--- src/rtl/mem_port_pkg.sv ---
// Shared types and constants for the multi-channel memory port arbiter.
// Covers size encodings, FSM states, IO region decode and byte counts.
package mem_port_pkg;

  typedef enum logic [1:0] {
    SZ_BYTE = 2'd0,
    SZ_HALF = 2'd1,
    SZ_WORD = 2'd2,
    SZ_RSVD = 2'd3
  } size_e;

  typedef enum logic [1:0] {
    ST_IDLE = 2'd0,
    ST_RD   = 2'd1,
    ST_WR   = 2'd2,
    ST_DONE = 2'd3
  } state_e;

  localparam logic [17:0] IO_MASK = 18'h30000;
  localparam logic [17:0] IO_VAL  = 18'h30000;

  // The reserved encoding behaves as a full word.
  function automatic logic [2:0] size_to_bytes(input logic [1:0] size);
    case (size_e'(size))
      SZ_BYTE: return 3'd1;
      SZ_HALF: return 3'd2;
      default: return 3'd4;
    endcase
  endfunction

  function automatic logic is_io(input logic [17:0] addr);
    return (addr & IO_MASK) == IO_VAL;
  endfunction

endpackage

--- src/rtl/mem_port_arb_rr_arbiter.sv ---
// Round-robin arbiter: one-hot grant to the first requester at or after ptr.
// Walking from the farthest slot down lets the nearest requester win.
module rr_arbiter #(
  parameter int NCH   = 2,
  parameter int PTR_W = 1
) (
  input  logic [NCH-1:0]   req,
  input  logic [PTR_W-1:0] ptr,
  output logic [NCH-1:0]   grant,
  output logic [PTR_W-1:0] grant_idx
);

  logic [PTR_W-1:0] idx;

  always_comb begin
    grant     = '0;
    grant_idx = '0;
    idx       = '0;
    for (int i = NCH - 1; i >= 0; i--) begin
      idx = PTR_W'((int'(ptr) + i) % NCH);
      if (req[idx]) begin
        grant      = '0;
        grant[idx] = 1'b1;
        grant_idx  = idx;
      end
    end
  end

endmodule

--- src/rtl/mem_port_arb.sv ---
// Arbitrates NCH request channels onto the 8-bit RAM/IO bus, serialising
// 1/2/4-byte little-endian transfers with cancel and rdy_in pause support.
//
//   state   | meaning
//   --------+-----------------------------------------------------------
//   ST_IDLE | bus idle, accept a granted request
//   ST_RD   | issue read bytes, then capture the last returning byte
//   ST_WR   | issue write bytes, one per cycle
//   ST_DONE | pulse resp_valid; may accept the next request directly
module mem_port_arb
  import mem_port_pkg::*;
#(
  parameter int NCH    = 2,
  parameter int ADDR_W = 32,
  parameter int DATA_W = 32
) (
  input  logic                  clk_in,
  input  logic                  rst_in,
  input  logic                  rdy_in,
  input  logic [NCH-1:0]        req_valid,
  input  logic [NCH-1:0]        req_wr,
  input  logic [2*NCH-1:0]      req_size,
  input  logic [ADDR_W*NCH-1:0] req_addr,
  input  logic [DATA_W*NCH-1:0] req_wdata,
  input  logic [NCH-1:0]        req_cancel,
  output logic [NCH-1:0]        req_ready,
  output logic [NCH-1:0]        resp_valid,
  output logic [DATA_W-1:0]     resp_rdata,
  input  logic [7:0]            mem_din,
  output logic [7:0]            mem_dout,
  output logic [ADDR_W-1:0]     mem_a,
  output logic                  mem_wr
);

  localparam int PTR_W = (NCH > 1) ? $clog2(NCH) : 1;

  state_e              state_q, state_nxt;
  logic [PTR_W-1:0]    rr_ptr, ch_q, gnt_idx;
  logic [NCH-1:0]      gnt, ch_onehot;
  logic [ADDR_W-1:0]   addr_arr  [NCH];
  logic [DATA_W-1:0]   wdata_arr [NCH];
  logic [1:0]          size_arr  [NCH];
  logic [ADDR_W-1:0]   sel_addr;
  logic [DATA_W-1:0]   sel_wdata;
  logic [1:0]          sel_size;
  logic                sel_wr;
  logic [ADDR_W-1:0]   addr_q, mem_a_q;
  logic [DATA_W-1:0]   wdata_q, rdata_q;
  logic [7:0]          mem_dout_q;
  logic                mem_wr_q;
  logic [1:0]          left_q, rd_idx_q;
  logic                issue_q, rd_pend_q, io_q;
  logic                start, abort;

  always_comb begin
    for (int i = 0; i < NCH; i++) begin
      addr_arr[i]  = req_addr[i*ADDR_W +: ADDR_W];
      wdata_arr[i] = req_wdata[i*DATA_W +: DATA_W];
      size_arr[i]  = req_size[i*2 +: 2];
    end
  end

  rr_arbiter #(.NCH(NCH), .PTR_W(PTR_W)) u_arb (
    .req       (req_valid),
    .ptr       (rr_ptr),
    .grant     (gnt),
    .grant_idx (gnt_idx)
  );

  assign sel_addr  = addr_arr[gnt_idx];
  assign sel_wdata = wdata_arr[gnt_idx];
  assign sel_size  = size_arr[gnt_idx];
  assign sel_wr    = req_wr[gnt_idx];
  assign ch_onehot = NCH'(1) << ch_q;

  always_comb begin
    state_nxt  = state_q;
    req_ready  = '0;
    resp_valid = '0;
    start      = 1'b0;
    abort      = 1'b0;
    if (rdy_in) begin
      case (state_q)
        ST_IDLE, ST_DONE: begin
          if (state_q == ST_DONE) resp_valid = ch_onehot;
          req_ready = gnt & req_valid & ~req_cancel;
          if (|req_ready) begin
            start     = 1'b1;
            state_nxt = sel_wr ? ST_WR : ST_RD;
          end else begin
            state_nxt = ST_IDLE;
          end
        end
        ST_RD: begin
          // IO reads have side effects, so they always run to completion.
          if (req_cancel[ch_q] && !io_q) begin
            abort     = 1'b1;
            state_nxt = ST_IDLE;
          end else if (rd_pend_q && !issue_q) begin
            state_nxt = ST_DONE;
          end
        end
        ST_WR: begin
          if (left_q == 2'd0) state_nxt = ST_DONE;
        end
        default: state_nxt = ST_IDLE;
      endcase
    end
  end

  always_ff @(posedge clk_in) begin
    if (rst_in) state_q <= ST_IDLE;
    else        state_q <= state_nxt;
  end

  always_ff @(posedge clk_in) begin
    if (rst_in) begin
      rr_ptr     <= '0;
      ch_q       <= '0;
      addr_q     <= '0;
      wdata_q    <= '0;
      rdata_q    <= '0;
      mem_a_q    <= '0;
      mem_dout_q <= '0;
      mem_wr_q   <= 1'b0;
      left_q     <= '0;
      rd_idx_q   <= '0;
      issue_q    <= 1'b0;
      rd_pend_q  <= 1'b0;
      io_q       <= 1'b0;
    end else if (rdy_in) begin
      if (start) begin
        rr_ptr     <= PTR_W'((int'(gnt_idx) + 1) % NCH);
        ch_q       <= gnt_idx;
        mem_a_q    <= sel_addr;
        mem_dout_q <= sel_wdata[7:0];
        mem_wr_q   <= sel_wr;
        addr_q     <= sel_addr + 1'b1;
        wdata_q    <= sel_wdata >> 8;
        left_q     <= 2'(size_to_bytes(sel_size) - 3'd1);
        rd_idx_q   <= '0;
        rdata_q    <= '0;
        issue_q    <= 1'b1;
        rd_pend_q  <= 1'b0;
        io_q       <= is_io(sel_addr[17:0]);
      end else begin
        case (state_q)
          ST_RD: begin
            if (abort) begin
              mem_a_q   <= '0;
              issue_q   <= 1'b0;
              rd_pend_q <= 1'b0;
            end else begin
              // Bytes return one cycle after issue; rd_pend_q marks one in flight.
              rd_pend_q <= issue_q;
              if (rd_pend_q) begin
                rdata_q[{rd_idx_q, 3'b000} +: 8] <= mem_din;
                rd_idx_q <= rd_idx_q + 2'd1;
              end
              if (issue_q) begin
                if (left_q != 2'd0) begin
                  mem_a_q <= addr_q;
                  addr_q  <= addr_q + 1'b1;
                  left_q  <= left_q - 2'd1;
                end else begin
                  issue_q <= 1'b0;
                end
              end
              if (rd_pend_q && !issue_q) mem_a_q <= '0;
            end
          end
          ST_WR: begin
            if (left_q == 2'd0) begin
              mem_a_q    <= '0;
              mem_dout_q <= '0;
              mem_wr_q   <= 1'b0;
            end else begin
              mem_a_q    <= addr_q;
              addr_q     <= addr_q + 1'b1;
              mem_dout_q <= wdata_q[7:0];
              wdata_q    <= wdata_q >> 8;
              left_q     <= left_q - 2'd1;
            end
          end
          default: begin
            mem_a_q    <= '0;
            mem_dout_q <= '0;
            mem_wr_q   <= 1'b0;
          end
        endcase
      end
    end
  end

  assign mem_a      = mem_a_q;
  assign mem_dout   = mem_dout_q;
  assign mem_wr     = mem_wr_q & rdy_in;
  assign resp_rdata = rdata_q;

endmodule
--- config.mk ---
export PLATFORM = sky130hd
export DESIGN_NAME = mem_port_arb
export DESIGN_NICKNAME = d
export VERILOG_FILES = /design/src/rtl/mem_port_pkg.sv /design/src/rtl/mem_port_arb_rr_arbiter.sv /design/src/rtl/mem_port_arb.sv
export SDC_FILE = /design/constraint.sdc
export NUM_CORES = 1
export LEC_CHECK = 0
export CAP_MARGIN = 0
export CORE_UTILIZATION = 35
export DETAILED_ROUTE_END_ITERATION = 16
export MAX_ROUTING_LAYER = met4
export PLACE_DENSITY = 0.69
export SETUP_SLACK_MARGIN = 0.5
export SLEW_MARGIN = 5
export SYNTH_ARGS = -nofsm -noshare
export SYNTH_HDL_FRONTEND = slang
export SYNTH_SLANG_ARGS = --single-unit
export TNS_END_PERCENT = 10
--- constraint.sdc ---
create_clock -name clk_in -period 10.2 [get_ports clk_in]
set_input_delay 3.06 -clock clk_in [delete_from_list [all_inputs] [get_ports clk_in]]
set_output_delay 3.06 -clock clk_in [all_outputs]
set_load 0.02 [all_outputs]
# Word-level counts from Yosys, hierarchy flattened
# Index checks and enable logic that the tools add are counted.
[totals] reg_bits=148 n_memories=0 rom_bits=0 ramBits=0 latch_bits=0
[classes] n_addsub=8 n_eq_ne=17 n_shift=3 n_lt_le_gt_ge=7 n_mul=0 bitwise=5 n_div=0 reduce_logical=25 n_mux=91
[op_table] operator="two-way mux 32 bit" count=24
[op_table] operator="case mux 32 bit (2 select lines)" count=2
[op_table] operator="adder 32 x 1 -> 32 bit, second input constant" count=2
[op_table] operator="two-way mux 2 bit" count=27
[op_table] operator="bitwise mux 32 bit" count=1
[op_table] operator="variable shift 8 x 7 -> 32 bit, first input constant" count=1
[op_table] operator="variable part select 8 x 7 -> 32 bit" count=1
[op_table] operator="two-way mux 1 bit" count=28
[op_table] operator="inequality test 3 bit, second input constant" count=6
[op_table] operator="two-way mux 8 bit" count=2
[op_table] operator="case mux 8 bit (2 select lines)" count=1
[op_table] operator="AND reduction 3 bit" count=4
[op_table] operator="inequality test 5 bit, second input constant" count=2
[op_table] operator="< comparator 1 x 2 -> 1 bit, second input constant" count=4
[op_table] operator="inequality test 2 bit, second input constant" count=4
[op_table] operator="case mux 2 bit (2 select lines)" count=2
[op_table] operator="nonzero test 2 bit" count=4
[op_table] operator="negation 5 -> 7 bit" count=1
[op_table] operator="== test 2 bit, second input constant" count=3
[op_table] operator="zero test 2 bit" count=3
[op_table] operator="case mux 2 bit (3 select lines)" count=1
[op_table] operator="AND reduction 2 bit" count=3
[op_table] operator="AND reduction 6 bit" count=1
[op_table] operator="bitwise AND 2 bit" count=2
[op_table] operator="17 further kinds" count=27

# Longest topological paths before layout
# Gate-level depths: netlist of run 1.
[depth] word_depth=18 mapped_depth=14 mapped_depth_nobuf=12

# Cells and area by module
# Synthesis of run 1 repeated with hierarchy kept, for this count alone.
[hier_totals] cells_unflattened=1001 hier_area_um2=8200.4
[modules_own_cells] module="mem_port_arb" n_inst=1 area_per_inst_um2=8174.1 cells_each=997 seq_area_each_um2=2802.7
[modules_own_cells] module="rr_arbiter" n_inst=1 area_per_inst_um2=26.3 cells_each=4 seq_area_each_um2=0.0

# Worst setup path after synthesis of run 1
# Ideal clock, no wire load.
[synth_timing] kind="input port to output port" startpoint="input port req_valid[1]" endpoint="output port req_ready[0]" setup_slack_ps=2648 cell_stages=6 path_buffers=4 arrival_time_ps=4492 path_cell_list="buf_4 -> and2_1 -> nor3_4 -> buf_2 -> buf_1 -> buf_1"
[synth_via] elab_chain_cells=8 elab_cells_between_ends=10 classes_between="mux (8); bitwise (2)"
[synth_lines] item="start: declaration" line="mem_port_arb.sv:20" text="input logic [NCH-1:0] req_valid,"
[synth_lines] item="two-way mux 1 bit (implied by the code) (2 in series)" line="mem_port_arb_rr_arbiter.sv:21" text="if (req[idx]) begin"
[synth_lines] item="two-way mux 2 bit" line="mem_port_arb_rr_arbiter.sv:21"
[synth_lines] item="two-way mux 2 bit *" line="mem_port_arb_rr_arbiter.sv:21"
[synth_lines] item="bitwise AND 2 bit * (2 in series)" line="mem_port_arb.sv:86" text="req_ready = gnt & req_valid & ~req_cancel;"
[synth_lines] item="two-way mux 2 bit *" line="mem_port_arb.sv:83" text="case (state_q)"
[synth_lines] item="two-way mux 2 bit *" line="mem_port_arb.sv:82" text="if (rdy_in) begin"
[synth_lines] item="end: declaration" line="mem_port_arb.sv:26" text="output logic [NCH-1:0] req_ready,"
# Every way passes the cells marked *; elsewhere a longest branch is shown, timed or not. The select of a mux whose other input is x is not followed.

# Worst setup path after layout of run 1
[layout_timing] startpoint="input port rdy_in" endpoint="output port req_ready[1]"
[layout_via] elab_chain_cells=1
[layout_lines] item="start: declaration" line="mem_port_arb.sv:19" text="input logic rdy_in,"
[layout_lines] item="two-way mux 2 bit" line="mem_port_arb.sv:82"
# No other way between the ends.

==> flow_summary.yaml, run 1 <==
status:
  status: "complete, no violations"
placement:
  place_area_sq_mm: 0.01008
  globalplace.congestion: 0.9125
  place_hpwl_um: 18560
  port_buffers: 225
yosys:
  synth-seq-area-share_pct: 36.57
  synthArstFlopShare_pct: 0
  synth-simple-area-share_pct: 24.01
  synth_compound_area_share_pct: 29.77
  yosys-top-cells-area: "dfxtp_1 37%, a21oi_1 7.0%, nand2_1 5.4%"
  synth_area_leader_cell: "dfxtp_1"
  synth_nets: 1124
  netlist_area_sq_mm: 0.007665
  syn_inst: 966
  ys_ff_latch: 140
  synth_fa_ha_area_share_pct: 1.469
  synthFlopType: "dfxtp_1"
  ys_warn_count: 0
  synth_top_family_by_area: "compound AO/OA/AOI/OAI gates"
  synth_mux_area_share_pct: 2.367
  synth_top_area_share_pct: 36.57
  synth-edff-count: 0
  synthXorXnorAreaFrac_pct: 1.257
  synth.distinct_cells: 76
  syn_area_per_cell_sq_um: 7.935
die:
  die_y_um: 150.0
  die_w_um: 150.0
  io_pins: 226
  die_area_sq_mm: 0.02250
  initial_core_util_pct: 36.12
  core_sq_mm: 0.02122
  rows: 53
cts:
  cts_tree: "done"
  post-cts-setup-buffers: 0
  post_cts_resize_count: 0
  cts.sinks: 140
  postCtsHoldBufs: 0
  cts_buffer_depth: 2
  numCtsBuffers: 17
  clk_pin_slew_worst_paths_ns: 0.06
  htree_levels: 4
  cts-root-buf: "clkbuf_16"
  clk_latency_ns: 0.43
power_and_ir_drop:
  power.density_mw_per_mm2: 143.2
  ir_drop_mv: 0.1164
  power_leakage_uw: 0.003899
global_routing:
  grt_max_degree: 67
  grt-ovfl-total: 0
  antenna_found_initial: 1
  grt_pass1_wl_um: 42060
  track_usage_pct: 24.69
  grt_pass1_vias: 7769
timing:
  fmax_ghz: 0.1190
  period_minus_slack_ns: 8.402
  setup_tns_ns: 0
  hold_viol_final: 0
  slew_violations: 0
  slew_headroom_pct: 24.04
  finalCritPeriodShare_pct: 82.37
  skew_ns: 0.01382
  setup_viol: 0
  rsz0062_at_grt: "false"
  worstMarginPinSlew_ns: 1.139
route:
  drtAntennaViolNets: 0
  routed_wl_um: 26880
  wl_per_cell_um: 18.66
  drtIter0Drc: 700
  route.vias.total: 8305
  drc: 0
  drt-pass1-iter-count: 7
  avgViaCountPerCell: 5.763
hold_path:
  hp-class: "reg -> reg"
job:
  drv_cap: 0
finish:
  area_growth_pct: 39.29
  num-nets-final: 1311
  fin_util_pct: 50.31
  layout-drive-gt1-share_pct: 6.609
  fin_area_sq_mm: 0.01068
  final_common_cell: "clkdlybuf4s50_1"
  layout_common_cells: "224 x clkdlybuf4s50_1, 140 x dfxtp_1, 110 x nand2_1"
  fillers: 2072
setup_path:
  start_kind: "input port"
  arrival_ns: 5.34
  cp_max_fo: 19
  path_class: "in -> out"
  crit_required_ns: 7.14
  cp-end-kind: "output pin"
[worst max-delay path, cell delays in order]
cell and delay (ns):
clkdlybuf4s50_1 0.45, buf_4 0.21, nand2b_1 0.53, nor3_4 0.43
clkdlybuf4s50_1 0.66
[Yosys cell counts, drive strengths merged, types with 4 or more instances]
cell / instances
dfxtp: 140
nand2: 111
a21oi: 107
nor2: 86
o21ai: 70
nand3: 47
clkbuf: 41
and3: 37
buf: 30
a22oi: 29
a211oi: 26
nor3: 24
a222oi: 18
mux2i: 17
a221oi: 14
a22o: 12
and4: 10
ha: 9
inv: 9
nand2b: 9
o211ai: 9
a31oi: 8
nor4: 8
xnor2: 8
a21o: 7
nand4: 6
a21boi: 5
a221o: 5
and2: 5
o22a: 4
or2: 4
[metal layers]
| layer | global-route usage, % | up-vias | part of all wire [%] |
|---|---|---|---|
| met5 | - | - | 0 |
| met4 | 9.293 | 0 | 2.7 |
| met3 | 5.701 | 38 | 8.4 |
| met2 | 38.56 | 363 | 47 |
| met1 | 30.85 | 3897 | 42 |
| li1 | - | 4007 | - |
[path summary, 6_finish.rpt]
kind / start / to / slack [ns] / cells past startpoint
setup reg to reg: state_q[0]$_SDFFE_PP0P_ / addr_q[25]$_SDFFE_PP0P_ / 5.54 / 11
hold reg to reg: mem_a[4]$_SDFFE_PP0P_ / mem_a[4]$_SDFFE_PP0P_ / 0.45 / 2
setup / recovery: rdy_in / req_ready[1] / 1.80 / 5
hold / removal: mem_a[4]$_SDFFE_PP0P_ / mem_a[4]$_SDFFE_PP0P_ / 0.45 / 2
[cell type report]
| cell class | instances | area [sq um] | share of cell area, % |
|---|---|---|---|
| timing repair buffer | 239 | 2355 | 22.06 |
| sequential | 140 | 2803 | 26.25 |
| clock buffer | 18 | 429.2 | 4.020 |
| antenna | 1 | 2.502 | 0.02344 |
| tap | 275 | 344.1 | 3.223 |
| clock inverter | 13 | 167.7 | 1.570 |
| inverter | 9 | 33.78 | 0.3164 |
| multi-input combinational | 746 | 4542 | 42.54 |
[kinds of logic (layout without fill, tap and decap cells)]
kind of cell / after synthesis / count (layout)
compound gates: 344 / 344
xor+xnor: 11 / 11
fa+ha+maj: 9 / 9
buf+inv: 80 / 279
flops: 140 / 140
mux: 18 / 18
other cells: 0 / 1
simple gates: 364 / 364
[flip-flops by register name, indices dropped and copies added (netlist names)]
register    count
resp_rdata     32
rd_pend_q       1
mem_dout        8
addr_q         32
left_q          2
rr_ptr          1
wdata_q        24
mem_wr_q        1
rd_idx_q        2
state_q         2
issue_q         1
mem_a          32
ch_q            1
io_q            1
[power by group]
group	internal (uW)	switching [uW]	total [uW]
clock	385	251	636
combinational	132	167	298
sequential	575	19.2	594
total	1090	437	1530
[through the flow]
step                setup slack, ns  instances  hold slack [ns]  total power (uW)
floorplan                     2.648        966           0.4284             766.9
global placement              1.852       1409           0.4371             898.1
detailed placement            1.817       1409           0.4426             901.1
CTS                           1.806       1440           0.4516              1539
global route                  1.663       1441           0.4662              1594
finish                        1.798       1441           0.4496              1529
Note: power is estimated with default switching activity, not from simulation.
==> run 2, diff against run 1 <==
- PLACE_DENSITY: 0.69 -> 0.72
- clock period: 10.2 -> 6.9 ns (I/O delays scaled with it)
==> flow_summary.yaml, run 2 (same netlist as run 1, synthesis figures left out) <==
status:
  status: "complete, no violations"
route:
  drtAntennaViolNets: 0
  routed-wl-met2_um: 12700
  avgViaCountPerCell: 5.811
  routed_wl_um: 27220
  wl_per_cell_um: 18.78
  dr_wl_met3_um: 2139
  drtIter0Drc: 862
  wl_met1_um: 11750
  top_layer: "met4"
  drt-pass1-iter-count: 7
  drc: 0
  route.vias.total: 8420
power_and_ir_drop:
  ir_drop_mv: 0.1493
  power_leakage_uw: 0.003911
  power.density_mw_per_mm2: 206.5
placement:
  dp_slack_ns: 1.027
  globalplace.congestion: 1.002
  port_buffers: 225
  place_area_sq_mm: 0.01013
  place_hpwl_um: 19130
timing:
  worst_slack_ns: 0.9958
  slew_violations: 0
  slew_headroom_pct: 23.67
  finalCritPeriodShare_pct: 85.57
  worstMarginPinSlew_ns: 1.145
  fmax_ghz: 0.1694
  setup_viol: 0
  rsz0062_at_grt: "false"
  hold_viol_final: 0
  skew_ns: 0.007748
  period_minus_slack_ns: 5.904
  setup_tns_ns: 0
cts:
  cts_tree: "done"
  clk_latency_ns: 0.43
  clk_pin_slew_worst_paths_ns: 0.06
  htree_levels: 4
  cts_buffer_depth: 2
  numCtsBuffers: 17
  cts.sinks: 140
  cts-root-buf: "clkbuf_16"
  post-cts-setup-buffers: 0
  postCtsHoldBufs: 0
  post_cts_resize_count: 0
setup_path:
  arrival_ns: 3.83
  cp_max_fo: 9
  crit_required_ns: 4.83
  start_kind: "input port"
  cp-end-kind: "output pin"
  path_class: "in -> out"
finish:
  fin_area_sq_mm: 0.01069
  num-nets-final: 1318
  layout-drive-gt1-share_pct: 7.246
  fin_util_pct: 50.40
  layout_common_cells: "224 x clkdlybuf4s50_1, 140 x dfxtp_1, 110 x nand2_1"
  final_common_cell: "clkdlybuf4s50_1"
  area_growth_pct: 39.52
die:
  initial_core_util_pct: 36.12
  die_w_um: 150.0
  io_pins: 226
  die_y_um: 150.0
  core_sq_mm: 0.02122
  die_area_sq_mm: 0.02250
  rows: 53
global_routing:
  grt_max_degree: 69
  grt_pass1_vias: 7537
  grt_pass1_wl_um: 41700
  antenna_found_initial: 1
  track_usage_pct: 24.55
  grt-ovfl-total: 0
job:
  drv_cap: 0
hold_path:
  hp-class: "reg -> reg"
-- run 2: metal layers --
metal  vias to the layer above  global-route usage, %
li1                       4025                      -
met1                      3987                  31.48
met2                       361                  37.71
met3                        47                  6.250
met4                         0                  7.525
met5                         -                      -
-- run 2: through the flow --
step	hold WS, ns	cells	power (uW)
floorplan	0.4284	966	1134
global placement	0.4369	1416	1333
detailed placement	0.4422	1416	1337
CTS	0.4519	1448	2218
global route	0.4722	1449	2298
finish	0.4500	1449	2208
-- run 2: worst max-delay path, cell delays in order --
cell and delay [ns]:
clkdlybuf4s50_1 0.65, nand2b_1 0.17, nor3_4 0.26, clkdlybuf4s50_1 0.67
-- run 2: final cells by class --
cell class              count  area, sq um
inverters                   9        33.78
clock inverters            13        118.9
repair buffers            246         2407
flip-flops and latches    140         2803
diodes                      1        2.502
clock buffers              19        442.9
multi-input cells         746         4542
well taps                 275        344.1
fillers                  2021        10530
-- run 2: report_power, final --
group	internal [uW]	switching [uW]
combinational	198	249
clock	505	376
sequential	850	29.1
total	1550	655
-- run 2: final timing paths --
check                                           startpoint  slack [ns]                    endpoint  cells past startpoint
worst max register to register     state_q[0]$_SDFFE_PP0P_        2.74     addr_q[28]$_SDFFE_PP0P_                     11
worst min-delay path            resp_rdata[4]$_SDFFE_PP0P_        0.45  resp_rdata[4]$_SDFFE_PP0P_                      2
worst max-delay path                          req_valid[1]         1.0                req_ready[1]                      4
worst min register to register  resp_rdata[4]$_SDFFE_PP0P_        0.45  resp_rdata[4]$_SDFFE_PP0P_                      2
